[src/rtl/sd_dma_pkg.sv]
// Shared types and register bit positions for the SD host DMA transfer path.
package sd_dma_pkg;

  // Transfer sequencing states.
  typedef enum logic [2:0] {
    StIdle    = 3'd0,
    StXfer    = 3'd1,
    StBlkEnd  = 3'd2,
    StGapStop = 3'd3,
    StDone    = 3'd4
  } dma_state_e;

  // Data direction as encoded in the Transfer Mode register.
  typedef enum logic {
    DirWrite = 1'b0,
    DirRead  = 1'b1
  } dma_dir_e;

  // Transfer Mode register bit positions.
  localparam int unsigned TmMultiBlkBit    = 5;
  localparam int unsigned TmDirBit         = 4;
  localparam int unsigned TmBlkCntEnBit    = 1;
  localparam int unsigned TmDmaEnBit       = 0;

  // Present State register bit positions.
  localparam int unsigned PsReadActiveBit  = 9;
  localparam int unsigned PsWriteActiveBit = 8;

  // Block Gap Control register bit positions.
  localparam int unsigned BgcStopBit       = 0;
  localparam int unsigned BgcContinueBit   = 1;

endpackage

[src/rtl/sd_dma_block_counter.sv]
// Byte counter within one block; flags the beat that completes the block.
module sd_dma_block_counter
  import sd_dma_pkg::*;
#(
  parameter int unsigned DATA_WIDTH  = 32,
  parameter int unsigned BLKSZ_WIDTH = 12
) (
  input  logic                   clk_i,
  input  logic                   rst_ni,
  input  logic                   clr_i,
  input  logic                   beat_i,
  input  logic [BLKSZ_WIDTH-1:0] blk_size_i,
  output logic                   blk_end_o
);

  localparam int unsigned BytesPerBeat = DATA_WIDTH / 8;

  logic [BLKSZ_WIDTH-1:0] byte_cnt_q, byte_cnt_d;
  logic [BLKSZ_WIDTH:0]   byte_cnt_next;

  // One extra bit so the compare stays exact for the largest block size.
  assign byte_cnt_next = {1'b0, byte_cnt_q} + (BLKSZ_WIDTH + 1)'(BytesPerBeat);
  assign blk_end_o     = beat_i && (byte_cnt_next == {1'b0, blk_size_i});

  // Next byte count: clear wins, wrap to zero on the block-ending beat.
  always_comb begin
    byte_cnt_d = byte_cnt_q;
    if (clr_i) begin
      byte_cnt_d = '0;
    end else if (beat_i) begin
      if (blk_end_o) begin
        byte_cnt_d = '0;
      end else begin
        byte_cnt_d = byte_cnt_next[BLKSZ_WIDTH-1:0];
      end
    end
  end

  // Byte count register.
  always_ff @(posedge clk_i or negedge rst_ni) begin
    if (!rst_ni) begin
      byte_cnt_q <= '0;
    end else begin
      byte_cnt_q <= byte_cnt_d;
    end
  end

endmodule

[src/rtl/sd_dma_transfer_ctrl.sv]
// Block-by-block data transfer sequencer fed by the decoded DMA registers.
// Runs the word/block counting, block gap stop/continue, and drives the
// transfer-active status and completion/gap/error pulses.
module sd_dma_transfer_ctrl
  import sd_dma_pkg::*;
#(
  parameter int unsigned DATA_WIDTH   = 32,
  parameter int unsigned BLKCNT_WIDTH = 16,
  parameter int unsigned BLKSZ_WIDTH  = 12
) (
  input  logic                    CLK,
  input  logic                    RESET_N,
  input  logic                    Start,
  input  logic                    Abort,
  input  logic                    DMA_Enable,
  input  logic                    Block_Count_Enable,
  input  logic                    Data_Transfer_Direction_Select,
  input  logic                    Multi_Single_Block_Select,
  input  logic [BLKCNT_WIDTH-1:0] Block_Count,
  input  logic [BLKSZ_WIDTH-1:0]  Block_Size,
  input  logic                    Stop_At_Block_Gap_Request,
  input  logic                    Continue_Request,
  input  logic                    Data_Valid,
  output logic                    Data_Ready,
  output logic                    Read_Transfer_Active,
  output logic                    Write_Transfer_Active,
  output logic [BLKCNT_WIDTH-1:0] Blocks_Remaining,
  output logic                    Block_Gap_Event,
  output logic                    Transfer_Complete,
  output logic                    Start_Error
);

  dma_state_e state_q, state_d;

  // Shadow copies of the Transfer Mode / Block Size fields, frozen per transfer.
  dma_dir_e               dir_q, dir_d;
  logic                   multi_q, multi_d;
  logic                   bce_q, bce_d;
  logic [BLKSZ_WIDTH-1:0] blk_size_q, blk_size_d;

  logic [BLKCNT_WIDTH-1:0] blk_rem_q, blk_rem_d;
  logic                    active_q, active_d;
  logic                    gap_evt_q, gap_evt_d;
  logic                    cplt_q, cplt_d;
  logic                    start_err_q, start_err_d;

  logic                    beat;
  logic                    cnt_clr;
  logic                    blk_end;
  logic                    start_ok;
  logic                    last_blk;
  logic [BLKCNT_WIDTH-1:0] blk_rem_dec;

  assign Data_Ready = (state_q == StXfer);

  // A beat coinciding with Abort is dropped.
  assign beat     = Data_Ready && Data_Valid && !Abort;
  assign start_ok = (state_q == StIdle) && Start && DMA_Enable && !Abort;
  assign cnt_clr  = Abort || start_ok;

  assign blk_rem_dec = (blk_rem_q == '0) ? '0 : (blk_rem_q - BLKCNT_WIDTH'(1));
  assign last_blk    = !multi_q || (bce_q && (blk_rem_dec == '0));

  sd_dma_block_counter #(
    .DATA_WIDTH  (DATA_WIDTH),
    .BLKSZ_WIDTH (BLKSZ_WIDTH)
  ) u_block_counter (
    .clk_i      (CLK),
    .rst_ni     (RESET_N),
    .clr_i      (cnt_clr),
    .beat_i     (beat),
    .blk_size_i (blk_size_q),
    .blk_end_o  (blk_end)
  );

  // Next-state, shadow capture and registered pulse generation.
  always_comb begin
    state_d     = state_q;
    dir_d       = dir_q;
    multi_d     = multi_q;
    bce_d       = bce_q;
    blk_size_d  = blk_size_q;
    blk_rem_d   = blk_rem_q;
    active_d    = active_q;
    gap_evt_d   = 1'b0;
    cplt_d      = 1'b0;
    start_err_d = 1'b0;

    if (Abort) begin
      // Blocks_Remaining intentionally keeps its value for software read-back.
      state_d  = StIdle;
      active_d = 1'b0;
    end else begin
      unique case (state_q)
        StIdle: begin
          if (Start) begin
            if (!DMA_Enable) begin
              start_err_d = 1'b1;
            end else begin
              dir_d      = dma_dir_e'(Data_Transfer_Direction_Select);
              multi_d    = Multi_Single_Block_Select;
              bce_d      = Block_Count_Enable;
              blk_size_d = Block_Size;
              blk_rem_d  = Block_Count;
              if (Multi_Single_Block_Select && Block_Count_Enable && (Block_Count == '0)) begin
                // Nothing to move: complete without ever going active.
                state_d = StDone;
                cplt_d  = 1'b1;
              end else begin
                state_d  = StXfer;
                active_d = 1'b1;
              end
            end
          end
        end

        StXfer: begin
          if (blk_end) begin
            state_d = StBlkEnd;
          end
        end

        StBlkEnd: begin
          if (bce_q) begin
            blk_rem_d = blk_rem_dec;
          end
          if (last_blk) begin
            state_d = StDone;
            cplt_d  = 1'b1;
          end else if (Stop_At_Block_Gap_Request) begin
            state_d   = StGapStop;
            gap_evt_d = 1'b1;
            active_d  = 1'b0;
          end else begin
            state_d = StXfer;
          end
        end

        StGapStop: begin
          if (Continue_Request && !Stop_At_Block_Gap_Request) begin
            state_d  = StXfer;
            active_d = 1'b1;
          end
        end

        StDone: begin
          state_d  = StIdle;
          active_d = 1'b0;
        end

        default: begin
          state_d  = StIdle;
          active_d = 1'b0;
        end
      endcase
    end
  end

  // State, shadow and status registers.
  always_ff @(posedge CLK or negedge RESET_N) begin
    if (!RESET_N) begin
      state_q     <= StIdle;
      dir_q       <= DirWrite;
      multi_q     <= 1'b0;
      bce_q       <= 1'b0;
      blk_size_q  <= '0;
      blk_rem_q   <= '0;
      active_q    <= 1'b0;
      gap_evt_q   <= 1'b0;
      cplt_q      <= 1'b0;
      start_err_q <= 1'b0;
    end else begin
      state_q     <= state_d;
      dir_q       <= dir_d;
      multi_q     <= multi_d;
      bce_q       <= bce_d;
      blk_size_q  <= blk_size_d;
      blk_rem_q   <= blk_rem_d;
      active_q    <= active_d;
      gap_evt_q   <= gap_evt_d;
      cplt_q      <= cplt_d;
      start_err_q <= start_err_d;
    end
  end

  assign Read_Transfer_Active  = active_q && (dir_q == DirRead);
  assign Write_Transfer_Active = active_q && (dir_q == DirWrite);
  assign Blocks_Remaining      = blk_rem_q;
  assign Block_Gap_Event       = gap_evt_q;
  assign Transfer_Complete     = cplt_q;
  assign Start_Error           = start_err_q;

endmodule

[config.mk]
export PLATFORM = sky130hd
export DESIGN_NAME = sd_dma_transfer_ctrl
export DESIGN_NICKNAME = d
export VERILOG_FILES = /design/src/rtl/sd_dma_pkg.sv /design/src/rtl/sd_dma_block_counter.sv /design/src/rtl/sd_dma_transfer_ctrl.sv
export SDC_FILE = /design/constraint.sdc
export NUM_CORES = 1
export LEC_CHECK = 0
export CAP_MARGIN = 20
export CORE_MARGIN = 1.5
export CORE_UTILIZATION = 55
export CTS_BUF_LIST = sky130_fd_sc_hd__clkbuf_4 sky130_fd_sc_hd__clkbuf_8
export CTS_CLUSTER_SIZE = 24
export DETAILED_ROUTE_END_ITERATION = 6
export PLACE_DENSITY = 0.9
export SETUP_SLACK_MARGIN = 0.15
export SLEW_MARGIN = 20
export SYNTH_ARGS = -nofsm -noshare
export SYNTH_HDL_FRONTEND = slang
export SYNTH_SLANG_ARGS = --single-unit
[constraint.sdc]
create_clock -name CLK -period 5.07 [get_ports CLK]
set_input_delay 0.507 -clock CLK [delete_from_list [all_inputs] [get_ports CLK]]
set_output_delay 0.507 -clock CLK [all_outputs]
set_load 0.005 [all_outputs]
# == Word level (Yosys, flattened, before mapping) ==
# Index checks and enable logic that the tools add are counted.
# totals
ff_bits,50
mem_bits_rw,0
output_inout_bits,22
wordCells,96
rom_bits,0
input_bits,39
latch_bits,0
memories,0
# classes
n_mul,0
n_reduce_logical,27
bitwise_logic,2
n_eq_ne,15
n_lt_le_gt_ge,0
n_shift,0
addsub,2
n_div,0
muxes,39
# op_table
cell,count
$mux W16,4
$logic_not A16 Y1,3
$mux W12,3
$pmux W16 S2,1
$mux W3,7
$mux W1,20
$ne A3 B3 Y1 const B,6
$sub A16 B1 Y16 const B,1
$add A12 B3 Y13 const B,1
$eq A13 B12 Y1,1
$logic_and A1 B1 Y1,12
$pmux W3 S4,1
$ne A2 B2 Y1 const B,4
$reduce_and A4 Y1,2
$reduce_and A7 Y1,1
$eq A3 B2 Y1 const B,2
$reduce_and A5 Y1,1
$pmux W1 S4,1
$reduce_bool A2 Y1,2
$eq A3 B1 Y1 const B,1
$logic_not A1 Y1,3
$logic_not A3 Y1,1
$ne A3 B2 Y1 const B,1
$logic_or A1 B1 Y1,2
other kinds (3),4

# == Depth between registers and ports, before layout ==
# logic_depth
ltp_word,8
mapped_depth,10
depth_no_buf,9

# == Modules after synthesis ==
# Synthesis repeated with hierarchy kept, for this count alone.
# unflattened
cells_unflattened,336
hier_area_um2,3064.2
# by_module_without_submodules
module,seq_area_each_um2,cells_each,area_per_inst_um2,n_inst
sd_dma_transfer_ctrl,950.9,240,2227.1,1
sd_dma_block_counter,250.2,96,837.1,1

# == Least setup slack after synthesis ==
# Ideal clock, no wire load.
# synth_path
path_type,flip-flop to flip-flop
start,reg blk_rem_q[0] (netlist: Blocks_Remaining[0])
end,reg blk_rem_q[2] (netlist: Blocks_Remaining[2])
stages_incl_launch_ff,10
required_ns,4.939
path_slack_ns,2.604
synth_period_minus_slack_ns,2.466
setup_time_ns,0.131
path_buffers,1
arrival_time_ns,2.335
cell_sequence,dfrtp_1 > inv_1 > ha_1 > or3b_4 > or3_4 > or2_4 > and2_1 > buf_6 > a32oi_1 > o21ai_1
# synth_via
elab_chain_len,4
word_cells_on_any_way,5
cone_classes,add/sub (1); mux (3); reduce/logical (1)
# synth_lines
item,line,source
from (decl),sd_dma_transfer_ctrl.sv:41,"logic [BLKCNT_WIDTH-1:0] blk_rem_q, blk_rem_d;"
from (signal assigned),sd_dma_transfer_ctrl.sv:178,blk_rem_q <= blk_rem_d;
$sub A16 B1 Y16 or $logic_not A16 Y1 (tied branches),sd_dma_transfer_ctrl.sv:61,assign blk_rem_dec = (blk_rem_q == '0) ? '0 : (blk_rem_q - BLKCNT_WIDTH'(1));
$mux W16 (*),sd_dma_transfer_ctrl.sv:61,
$mux W16 (*),sd_dma_transfer_ctrl.sv:124,if (bce_q) begin
$pmux W16 S2 (*),sd_dma_transfer_ctrl.sv:94,unique case (state_q)
# Every way passes the cells marked *; elsewhere a longest branch is shown, timed or not. The select of a mux whose other input is x is not followed.
# A chain may end at the register's enable or synchronous reset.

# == Worst setup path in the final report ==
# layout_path
start,in Abort
end,reg u_block_counter.byte_cnt_q[4]
# layout_via
elab_chain_len,6
word_cells_on_any_way,9
cone_classes,mux (3); reduce/logical (6)
# layout_lines
item,line,source
from (decl),sd_dma_transfer_ctrl.sv:14,"input logic Abort,"
$logic_not A1 Y1,"sd_dma_transfer_ctrl.sv:57, sd_dma_transfer_ctrl.sv:58",
$logic_and A1 B1 Y1,sd_dma_transfer_ctrl.sv:57,assign beat = Data_Ready && Data_Valid && !Abort;
$logic_and A1 B1 Y1,sd_dma_block_counter.sv:23,"assign blk_end_o = beat_i && (byte_cnt_next == {1'b0, blk_size_i});"
$mux W12,sd_dma_block_counter.sv:31,if (blk_end_o) begin
$mux W12,sd_dma_block_counter.sv:30,end else if (beat_i) begin
$mux W12,sd_dma_block_counter.sv:28,if (clr_i) begin
to (signal assigned),sd_dma_block_counter.sv:44,byte_cnt_q <= byte_cnt_d;
to (decl),sd_dma_block_counter.sv:18,"logic [BLKSZ_WIDTH-1:0] byte_cnt_q, byte_cnt_d;"
# Parallel ways exist; a longest one is shown, timed or not. The select of a mux whose other input is x is not followed.

==> run_results.csv <==
group,metric,value,unit
outcome,status,"finished, final reports clean",
clock_network,cts_tree,"yes",
power,ir_drop,0.159,mV
grt,antenna_found_initial,0,
floorplanning,ioPinCount,61,
power,powerDensity,311,nW/um2
placement,gp_congestion,0.961,
power,share_comb_of_total_power,29.5,%
floorplanning,fp.dieH,77.9,um
clock_network,clock_path_buffers,2,
route,highest_layer,"met4",
clock_network,root_buffer,"clkbuf_8",
floorplanning,start_util,56.4,%
grt,grt_pass1_wl,13.4,mm
job,maxCapViolCount,0,
sta,finalHoldViolations,0,
placement,port_buffers,60,
route,avgRoutedWirePerCell,17.4,um
clock_network,insertion_delay,310,ps
finish,multi_input_area,1730,um2
sta,drv_slew,0,
placement,placed_cell_area,3660,um2
finish,antenna_cells,0,
power,seq_power_share,45.8,%
logic_synthesis,yosysWarnings,0,
power,power.switching,0.389,mW
setup_path,path_max_fanout,11,
grt,gr-total-overflow,0,
grt,grt_pass1_vias,2785,
power,swShare,33.1,%
finish,drive_gt1_share,11.6,%
route,dr.first_iter.drc_count,247,
floorplanning,rows,27,
logic_synthesis,synth_common_cells,"dfrtp_1, nand2_1, a21oi_1",
power,p_int,0.785,mW
setup_path,crit_path_end_kind,"flop",
route,dr.pass1.iters,5,
logic_synthesis,yosysTopAreaCell,"dfrtp_1",
power,finalPower,1.17,mW
logic_synthesis,syn_area,3090,um2
logic_synthesis,yosysSeqAreaShare,38.9,%
sta,fin_crit_sh,61.8,%
floorplanning,die_x,77.9,um
route,route.met2.wl,3.89,mm
sta,skew,13.0,ps
sta,tns,0,ps
logic_synthesis,syn_avg_cell_area,9.02,um2
logic_synthesis,synth-edff-count,0,
setup_path,critical_path_required,5250,ps
logic_synthesis,synth_nets,383,
floorplanning,core_area,5470,um2
finish,syn2layout_area_growth,22.3,%
clock_network,cts_setup_buffers,0,
logic_synthesis,synth_top_area_share,38.9,%
floorplanning,die_area,6070,um2
logic_synthesis,synth-seq-cells,48,
finish,fillers,433,
logic_synthesis,async_reset_ff_share,100,%
clock_network,numCtsBuffers,5,
setup_path,cp-start-kind,"input port",
route,wl_met3,598,um
sta,relSlewSlack,36.9,%
power,pwr-share-clk,24.7,%
sta,fmax,319,MHz
grt,track_usage,27.4,%
clock_network,cts_hold_buf,0,
sta,grt_setup_unrepaired,"no",
route,viasPerCell,6.32,
sta,worst_pin_slew,945,ps
setup_path,cp.arrival,3310,ps
sta,period_needed,3130,ps
finish,post-route-cell-area,3770,um2
logic_synthesis,synth_cells,342,
min_path,hp-class,"in -> async",
setup_path,critical_path_class,"in -> reg",
route,drtAntennaViolNets,0,
finish,nNetsFinal,429,
power,power_leakage,1.41,nW
logic_synthesis,yosysUniqueCellTypes,60,
finish,seq_area,1200,um2
clock_network,cts_max_level,2,
route,drc,0,
placement,hpwl,5.77,mm
logic_synthesis,ys.flop_type,"dfrtp_1",
clock_network,cts_resized,0,
logic_synthesis,yosysMostFrequentCell,"dfrtp_1",
sta,setup_violations,0,
grt,grt_start_max_net_pins,49,
logic_synthesis,synth_area_leaders,"dfrtp_1, mux2_2, xnor2_1",
route,wl,8.01,mm
route,wl_met1,3.39,mm
route,vias,2914,
clock_network,clkTransAtPathRegs,100,ps
clock_network,clock_sink_count,48,
==> cells by family after synthesis <==
group           after synthesis  synth area share [%]
buf+inv                      33                  5.15
fa+ha+maj                     2                 0.811
xor+xnor                     18                  5.11
flops                        48                  38.9
simple gates                136                  25.3
mux                          18                  6.45
compound gates               87                  18.2
==> layout make-up <==
| type | instances | share of cell area [%] |
|---|---|---|
| clock inverters | 3 | 1.23 |
| clock buffers | 5 | 1.82 |
| well taps | 72 | 2.39 |
| flip-flops and latches | 48 | 31.8 |
| inverters | 12 | 1.19 |
| multi-input cells | 261 | 45.7 |
| repair buffers | 60 | 15.8 |
==> placed cells by master, fill, tap and decap left out, types with 8 or more instances in the layout <==
cell	n
xnor2_1	16
nor3_1	14
nor4_1	11
nand2_1	30
a32oi_1	8
dfrtp_1	48
inv_1	12
a21oi_1	21
o21ai_1	11
nor2_1	19
o21ai_0	20
mux2_2	15
clkdlybuf4s50_1	59
nand3_1	13
==> critical path, stage by stage <==
cell             delay [ps]
clkdlybuf4s50_1         560
nor4_4                  590
nand4_1                 150
nor4_1                  360
o2111ai_1               530
nand2_1                 450
o22ai_1                 160
==> path summary, 6_finish.rpt <==
check / from / to / slack, ps / cells after the start
worst max-delay path: Abort / u_block_counter.byte_cnt_q[4] / 1940 / 7
worst min-delay path: RESET_N / blk_size_q[6] / 200 / 1
worst max register to register: u_block_counter.byte_cnt_q[2] / u_block_counter.byte_cnt_q[4] / 2030 / 8
worst min register to register: blk_size_q[1] / blk_size_q[1] / 540 / 1
max in group asynchronous: RESET_N / blk_size_q[11] / 4450 / 1
min in group CLK: blk_size_q[1] / blk_size_q[1] / 540 / 1
==> state kept, by name, summed over array words and instances, names as in the netlist, 3 cells and up <==
signal,count
blk_size_q,12
u_block_counter.byte_cnt_q,10
Blocks_Remaining,16
state_q,3
==> per-layer routing <==
metal,GRT usage [%],vias up
li1,-,1350
met1,36.2,1397
met2,45.5,151
met3,5.41,16
met4,7.86,0
met5,0,-
==> power groups by stage <==
stage	combinational (mW)	sequential [mW]	clock (mW)
final	0.346	0.537	0.290
after CTS	0.345	0.533	0.290
after detailed placement	0.342	0.540	0
after floorplan	0.210	0.510	0
after global routing	0.376	0.547	0.306
after global placement	0.331	0.536	0
==> metrics by stage <==
step,hold slack [ps],util [%],setup WS [ps],std cells
final,197,69.0,1940,461
after global placement,500,66.8,1910,453
after CTS,432,68.9,2040,461
after detailed placement,503,66.8,1720,453
after floorplan,211,-,2600,342
after global routing,250,69.0,1720,461
Power figures use the tool's default switching activity.
